## config.mk

```make
export PLATFORM = sky130hd
export DESIGN_NAME = logo_motion_ctrl_flat
export DESIGN_NICKNAME = d
export VERILOG_FILES = /design/src/rtl/logo_motion_ctrl_if.sv /design/src/rtl/logo_motion_ctrl.sv /design/src/flat_wrapper.sv
export SDC_FILE = /design/constraint.sdc
export NUM_CORES = 1
export LEC_CHECK = 0
export ABC_AREA = 0
export ABC_CLOCK_PERIOD_IN_PS = 2600
export BUFFER_PORTS_ARGS = -buffer_cell sky130_fd_sc_hd__buf_2
export CORE_AREA = 3 3 107 109
export CTS_BUF_LIST = sky130_fd_sc_hd__clkbuf_16
export CTS_CLUSTER_DIAMETER = 30
export DETAILED_ROUTE_END_ITERATION = 12
export DIE_AREA = 0 0 110 112
export GPL_ROUTABILITY_DRIVEN = 0
export SETUP_SLACK_MARGIN = 0.4
export SLEW_MARGIN = 20
export SYNTH_ARGS = -nofsm -noshare
export SYNTH_HDL_FRONTEND = slang
export SYNTH_SLANG_ARGS = --single-unit
```

## constraint.sdc

```tcl
create_clock -name pclk -period 2.6 [get_ports pclk]
set_clock_uncertainty 0.15 [all_clocks]
set_input_delay 0.52 -clock pclk [delete_from_list [all_inputs] [get_ports pclk]]
set_output_delay 0.52 -clock pclk [all_outputs]
set_load 0.01 [all_outputs]
```

## src/rtl/logo_motion_ctrl_if.sv

```systemverilog
// Bus between the VGA timing/control side and the logo motion scheduler.
// The timing side (master) drives vsync and motion controls; the scheduler (slave) returns position and event pulses.
interface logo_motion_ctrl_if;
  logic       vsync;
  logic [3:0] speed;
  logic [2:0] step;
  logic       pause;
  logic [9:0] logo_x;
  logic [9:0] logo_y;
  logic [1:0] dir;
  logic       update_done;
  logic       bounce;
  logic       corner;

  modport master (
    output vsync, speed, step, pause,
    input  logo_x, logo_y, dir, update_done, bounce, corner
  );

  modport slave (
    input  vsync, speed, step, pause,
    output logo_x, logo_y, dir, update_done, bounce, corner
  );
endinterface

```

## src/rtl/logo_motion_ctrl.sv

```systemverilog
// Frame-synchronous bouncing-logo position scheduler: moves the logo diagonally once every speed+1 frames,
// reflecting at the screen edges, and commits the new position only just after the vsync falling edge.
module logo_motion_ctrl #(
  parameter int H_RES  = 640,
  parameter int V_RES  = 480,
  parameter int LOGO_W = 100,
  parameter int LOGO_H = 100,
  parameter int X_INIT = 100,
  parameter int Y_INIT = 100
) (
  input  logic pclk,
  input  logic rst_n,
  logo_motion_ctrl_if.slave bus
);

  localparam logic [10:0] XMAX = 11'(H_RES - LOGO_W);
  localparam logic [10:0] YMAX = 11'(V_RES - LOGO_H);

  localparam logic [1:0] S_IDLE   = 2'd0;
  localparam logic [1:0] S_CALC_X = 2'd1;
  localparam logic [1:0] S_CALC_Y = 2'd2;
  localparam logic [1:0] S_COMMIT = 2'd3;

  logic       r_vs_d;
  logic [1:0] r_state;
  logic [3:0] r_frame_cnt;
  logic [3:0] r_spd_s;
  logic [2:0] r_stp_s;
  logic [9:0] r_nx;
  logic [9:0] r_ny;
  logic [1:0] r_ndir;
  logic [1:0] r_flip;
  logic [9:0] r_x;
  logic [9:0] r_y;
  logic [1:0] r_dir;
  logic       r_update_done;
  logic       r_bounce;
  logic       r_corner;

  logic        w_frame_evt;
  logic [9:0]  w_pos [2];
  logic [10:0] w_max [2];
  // Per axis: {flipped, new direction, new position}; index 1 = x, 0 = y (matches dir bit order).
  logic [11:0] w_axis [2];

  assign w_frame_evt = r_vs_d & ~bus.vsync;

  assign w_pos[1] = r_x;
  assign w_pos[0] = r_y;
  assign w_max[1] = XMAX;
  assign w_max[0] = YMAX;

  // 11-bit arithmetic so x+step never wraps before it is compared against the edge.
  function automatic logic [11:0] f_axis(input logic [9:0] pos, input logic [2:0] stp,
                                         input logic dec, input logic [10:0] maxv);
    logic [10:0] sum;
    logic [10:0] pos_w;
    logic [10:0] stp_w;
    logic [11:0] res;
    pos_w = {1'b0, pos};
    stp_w = {8'd0, stp};
    sum   = pos_w + stp_w;
    res   = {1'b0, dec, pos};
    if (stp != 3'd0) begin
      if (!dec) begin
        if (sum >= maxv) res = {1'b1, 1'b1, maxv[9:0]};
        else             res = {1'b0, 1'b0, sum[9:0]};
      end else begin
        if (pos_w <= stp_w) res = {1'b1, 1'b0, 10'd0};
        else                res = {1'b0, 1'b1, pos - {7'd0, stp}};
      end
    end
    return res;
  endfunction

  generate
    for (genvar gi = 0; gi < 2; gi++) begin : g_axis
      assign w_axis[gi] = f_axis(w_pos[gi], r_stp_s, r_dir[gi], w_max[gi]);
    end
  endgenerate

  always_ff @(posedge pclk or negedge rst_n) begin
    if (!rst_n) begin
      r_vs_d        <= 1'b1;
      r_state       <= S_IDLE;
      r_frame_cnt   <= 4'd0;
      r_spd_s       <= 4'd0;
      r_stp_s       <= 3'd0;
      r_nx          <= 10'(X_INIT);
      r_ny          <= 10'(Y_INIT);
      r_ndir        <= 2'b01;
      r_flip        <= 2'b00;
      r_x           <= 10'(X_INIT);
      r_y           <= 10'(Y_INIT);
      r_dir         <= 2'b01;
      r_update_done <= 1'b0;
      r_bounce      <= 1'b0;
      r_corner      <= 1'b0;
    end else begin
      r_vs_d        <= bus.vsync;
      r_update_done <= 1'b0;
      r_bounce      <= 1'b0;
      r_corner      <= 1'b0;
      case (r_state)
        S_IDLE: begin
          // Frame events are only honoured here; pause freezes the divider too.
          if (w_frame_evt && !bus.pause) begin
            if (r_frame_cnt == r_spd_s) begin
              r_frame_cnt <= 4'd0;
              r_spd_s     <= bus.speed;
              r_stp_s     <= bus.step;
              r_state     <= S_CALC_X;
            end else begin
              r_frame_cnt <= r_frame_cnt + 4'd1;
            end
          end
        end
        S_CALC_X: begin
          r_flip[1] <= w_axis[1][11];
          r_ndir[1] <= w_axis[1][10];
          r_nx      <= w_axis[1][9:0];
          r_state   <= S_CALC_Y;
        end
        S_CALC_Y: begin
          r_flip[0] <= w_axis[0][11];
          r_ndir[0] <= w_axis[0][10];
          r_ny      <= w_axis[0][9:0];
          r_state   <= S_COMMIT;
        end
        default: begin
          r_x           <= r_nx;
          r_y           <= r_ny;
          r_dir         <= r_ndir;
          r_update_done <= 1'b1;
          r_bounce      <= |r_flip;
          r_corner      <= &r_flip;
          r_state       <= S_IDLE;
        end
      endcase
    end
  end

  assign bus.logo_x      = r_x;
  assign bus.logo_y      = r_y;
  assign bus.dir         = r_dir;
  assign bus.update_done = r_update_done;
  assign bus.bounce      = r_bounce;
  assign bus.corner      = r_corner;

endmodule

```

## src/flat_wrapper.sv

```systemverilog
// flat-port wrapper written by rule: the top's interface ports become plain ports
module logo_motion_ctrl_flat 
#(
  parameter int H_RES  = 640,
  parameter int V_RES  = 480,
  parameter int LOGO_W = 100,
  parameter int LOGO_H = 100,
  parameter int X_INIT = 100,
  parameter int Y_INIT = 100
)
  (pclk, rst_n, bus_vsync, bus_speed, bus_step, bus_pause, bus_logo_x, bus_logo_y, bus_dir, bus_update_done, bus_bounce, bus_corner);
  logo_motion_ctrl_if bus_i ();
  input  logic pclk;
  input  logic rst_n;
  input wire logic [$bits(bus_i.vsync)-1:0] bus_vsync;
  input wire logic [$bits(bus_i.speed)-1:0] bus_speed;
  input wire logic [$bits(bus_i.step)-1:0] bus_step;
  input wire logic [$bits(bus_i.pause)-1:0] bus_pause;
  output wire logic [$bits(bus_i.logo_x)-1:0] bus_logo_x;
  output wire logic [$bits(bus_i.logo_y)-1:0] bus_logo_y;
  output wire logic [$bits(bus_i.dir)-1:0] bus_dir;
  output wire logic [$bits(bus_i.update_done)-1:0] bus_update_done;
  output wire logic [$bits(bus_i.bounce)-1:0] bus_bounce;
  output wire logic [$bits(bus_i.corner)-1:0] bus_corner;
  assign bus_i.vsync = bus_vsync;
  assign bus_i.speed = bus_speed;
  assign bus_i.step = bus_step;
  assign bus_i.pause = bus_pause;
  assign bus_logo_x = bus_i.logo_x;
  assign bus_logo_y = bus_i.logo_y;
  assign bus_dir = bus_i.dir;
  assign bus_update_done = bus_i.update_done;
  assign bus_bounce = bus_i.bounce;
  assign bus_corner = bus_i.corner;
  logo_motion_ctrl #(.H_RES(H_RES), .V_RES(V_RES), .LOGO_W(LOGO_W), .LOGO_H(LOGO_H), .X_INIT(X_INIT), .Y_INIT(Y_INIT)) u_core (.pclk(pclk), .rst_n(rst_n), .bus(bus_i));
endmodule
```

==> reports/metrics.csv <==
stage,metric,value,unit
status,status,finished clean,
final_layout,layout.nets,578,
route,first_pass_iters,5,
floorplanning,fp.dieH,112,microns
global_routing,grt_pass1_vias,3922,
global_routing,grt_max_degree,37,
logic_synthesis,netlist_instances,459,
hold_path,hold_class,input pin to asynchronous set/reset pin,
route,wire_per_inst,18.4,microns
logic_synthesis,synth_flop_cell,dfrtp_1,
sta,finalCriticalPeriod,2.56,ns
power,p_int,4.49,mW
logic_synthesis,async_flop_share,100,%
final_layout,fin_area,5810,sq um
logic_synthesis,synth_seq_cells,63,
setup_path,crit_fanout,5,
route,route.vias.total,4016,
power,p_comb_share,59.8,%
clock_tree,cts_buffers,9,
logic_synthesis,yosys_warnings,0,
logic_synthesis,synth_edf_count,0,
route,ant_nets,0,
sta,finalMaxSlewViolations,0,
power,pwr-share-clk,14.8,%
setup_path,critPathSlowestCell,dfrtp_2,
floorplanning,fp-row-count,38,
placed_design,dpl_cell_area,4780,sq um
global_routing,grt-ovfl-total,0,
logic_synthesis,syn_area_per_cell,9.09,sq um
floorplanning,ios,36,
setup_path,cp-end-kind,flip-flop,
floorplanning,die_w,110,microns
clock_tree,cts_root_buf,clkbuf_16,
clock_tree,clock_path_buffers,2,
final_layout,area_growth,39.3,%
route,drc,0,
logic_synthesis,synthTopCellsByArea,"dfrtp_1 29%, dfstp_2 9.4%, mux2_2 5.7%",
logic_synthesis,synth_area,4170,sq um
final_layout,drive_above_1_share,44.8,%
clock_tree,cts_tree,built,
setup_path,startpoint_type,flip-flop,
clock_tree,h-tree-depth,3,
global_routing,track_usage,21.7,%
final_layout,utilization,54.3,%
power,p_leak,2.36,nW
setup_path,path_class,flip-flop to flip-flop,
clock_tree,cts_sinks,63,
setup_path,path_cells,"ha_4, fa_2, nor2b_4, o2111ai_4, mux2i_2, o221ai_4, a211o_1, a21oi_2",
global_routing,grt_first_pass_wirelength,21.0,mm
logic_synthesis,synth_top_cell_area_share,28.8,%
sta,finalCritPeriodShare,98.5,%
clock_tree,path_clk_slew,0.06,ns
logic_synthesis,ys_seq_area_share,38.2,%
placed_design,hpwl,8.16,mm
route,dr.first_iter.drc_count,339,
logic_synthesis,yosysTopAreaCell,dfrtp_1,
power,ir_drop,0.624,mV
clock_tree,clock_latency,0.34,ns
sta,setup_viol,0,
clock_tree,hold_buffers,0,
setup_path,critPathTopFamily,compound AO/OA/AOI/OAI gates,
sta,timing_hold_violations_final,0,
floorplanning,core,10700,sq um
setup_path,arrival,2.68,ns
power,p_seq_share,25.3,%
setup_path,slowest_delay,0.45,ns
setup_path,worst-path-buf-inv,0,
placed_design,io_buffers,35,
route,totalWireLength,12.7,mm
sta,final.setup.worst_slack,0.0402,ns
sta,worst_hold_slack,0.0877,ns
floorplanning,start_util,39.0,%
floorplanning,die-area,12300,sq um
sta,rsz0062_at_grt,true,
placed_design,dpl_worst_slack,-0.00462,ns
sta,slew-limit-headroom,49.7,%
setup_path,cp.required,2.72,ns
power,switching_share,45.0,%
final_layout,num_antenna_cells,0,
logic_synthesis,synthesis.nets,491,
sta,fmax,0.391,GHz
sta,tightestPinTransition,0.747,ns
flow_run,max_cap_violations,0,
power,powerDensity,1410,nW/um^2
global_routing,antenna_found_initial,0,
logic_synthesis,ys_types,69,
route,viasPerCell,5.81,
power,p_sw,3.67,mW
## cell families after synthesis
kind of cell             Yosys count  share of synthesized area, %
adder cells (fa/ha/maj)           21                          7.02
buffers and inverters             51                          4.98
AO/OA/AOI/OAI                    143                          22.2
flip-flops                        63                          38.2
multiplexers                      25                          6.63
XOR/XNOR                          22                          4.62
AND/OR/NAND/NOR                  134                          16.4
## repair_timing
item	CTS	global route
buffers inserted	32	10
gates resized for setup	57	25
pin swaps	34	19
endpoints found under the hold margin	0	0
endpoints found under the setup margin	24	24
## final timing paths
check,to,slack [ns],from,cells past startpoint
worst min-delay path,u_core.bus.logo_y[9],0.09,rst_n,1
worst min register to register,u_core.bus.dir[1],0.35,u_core.r_ndir[1],2
worst max register to register,u_core.r_nx[7],0.04,u_core.r_stp_s[0],8
worst max-delay path,u_core.r_nx[7],0.04,u_core.r_stp_s[0],8
min in group pclk,u_core.r_vs_d,0.14,bus_vsync,1
max in group asynchronous,u_core.bus.logo_x[6],1.51,rst_n,2
## cell usage in the layout (no fill, tap or decap), types with 11 or more instances in the layout
master,Yosys,routed
a21oi_1,33,24
inv_1,20,15
buf_4,0,64
dfrtp_1,48,43
dfstp_2,15,15
xnor2_1,13,13
nand2_1,38,37
buf_2,7,35
nor2_1,27,23
mux2_2,21,21
o21ai_0,40,32
a31oi_1,11,11
## metrics by stage
stage,total power [mW],cells,setup TNS [ns]
4_1_cts,7.69,681,0
2_1_floorplan,4.60,459,0
3_3_place_gp,5.76,633,0
6_report,8.17,691,0
5_1_grt,8.77,691,-0.0781
3_5_place_dp,5.82,633,-0.00923
## sequential cells by signal, summed over array words and instances (netlist names)
register	flops
u_core.bus.update_done	1
u_core.r_stp_s	3
u_core.r_ndir	2
u_core.r_state	2
u_core.r_vs_d	1
u_core.r_frame_cnt	4
u_core.bus.logo_y	10
u_core.bus.bounce	1
u_core.r_nx	10
u_core.bus.corner	1
u_core.bus.dir	2
u_core.r_ny	10
u_core.r_flip	2
u_core.bus.logo_x	10
u_core.r_spd_s	4
## routing by layer
layer / part of all wire [%] / GRT usage, % / vias to the layer above
li1: - / - / 1840
met1: 44 / 30.8 / 1935
met2: 45 / 31.6 / 195
met3: 6.6 / 4.70 / 46
met4: 3.5 / 9.64 / 0
met5: 0 / 0 / -
## power by group through the flow
stage               clock (mW)  sequential (mW)  combinational (mW)
floorplan                    0             1.86                2.74
global placement             0             2.03                3.74
detailed placement           0             2.05                3.77
CTS                       1.23             2.04                4.42
global route              1.28             2.15                5.34
finish                    1.21             2.07                4.89
## synth_stat cells, types with 4 or more instances
cell type,number
a211oi_1,7
a21oi_1,33
a31oi_1,11
and3_1,6
buf_2,7
clkbuf_1,19
dfrtp_1,48
dfstp_2,15
fa_1,4
ha_1,17
inv_1,20
mux2_2,21
mux2i_1,4
nand2_1,38
nand2b_1,6
nand3_1,10
nor2_1,27
nor2b_1,8
nor3_1,13
o21a_1,5
o21ai_0,40
or3_1,8
xnor2_1,13
xor2_1,9
## cell type report
type | count | area, sq um
inverters | 21 | 81.3
flip-flops and latches | 63 | 1600
multi-input cells | 345 | 2890
fillers | 938 | 4890
clock buffers | 9 | 225
well taps | 140 | 175
repair buffers | 106 | 761
clock inverters | 7 | 72.6
Note: power is estimated with default switching activity, not from simulation.
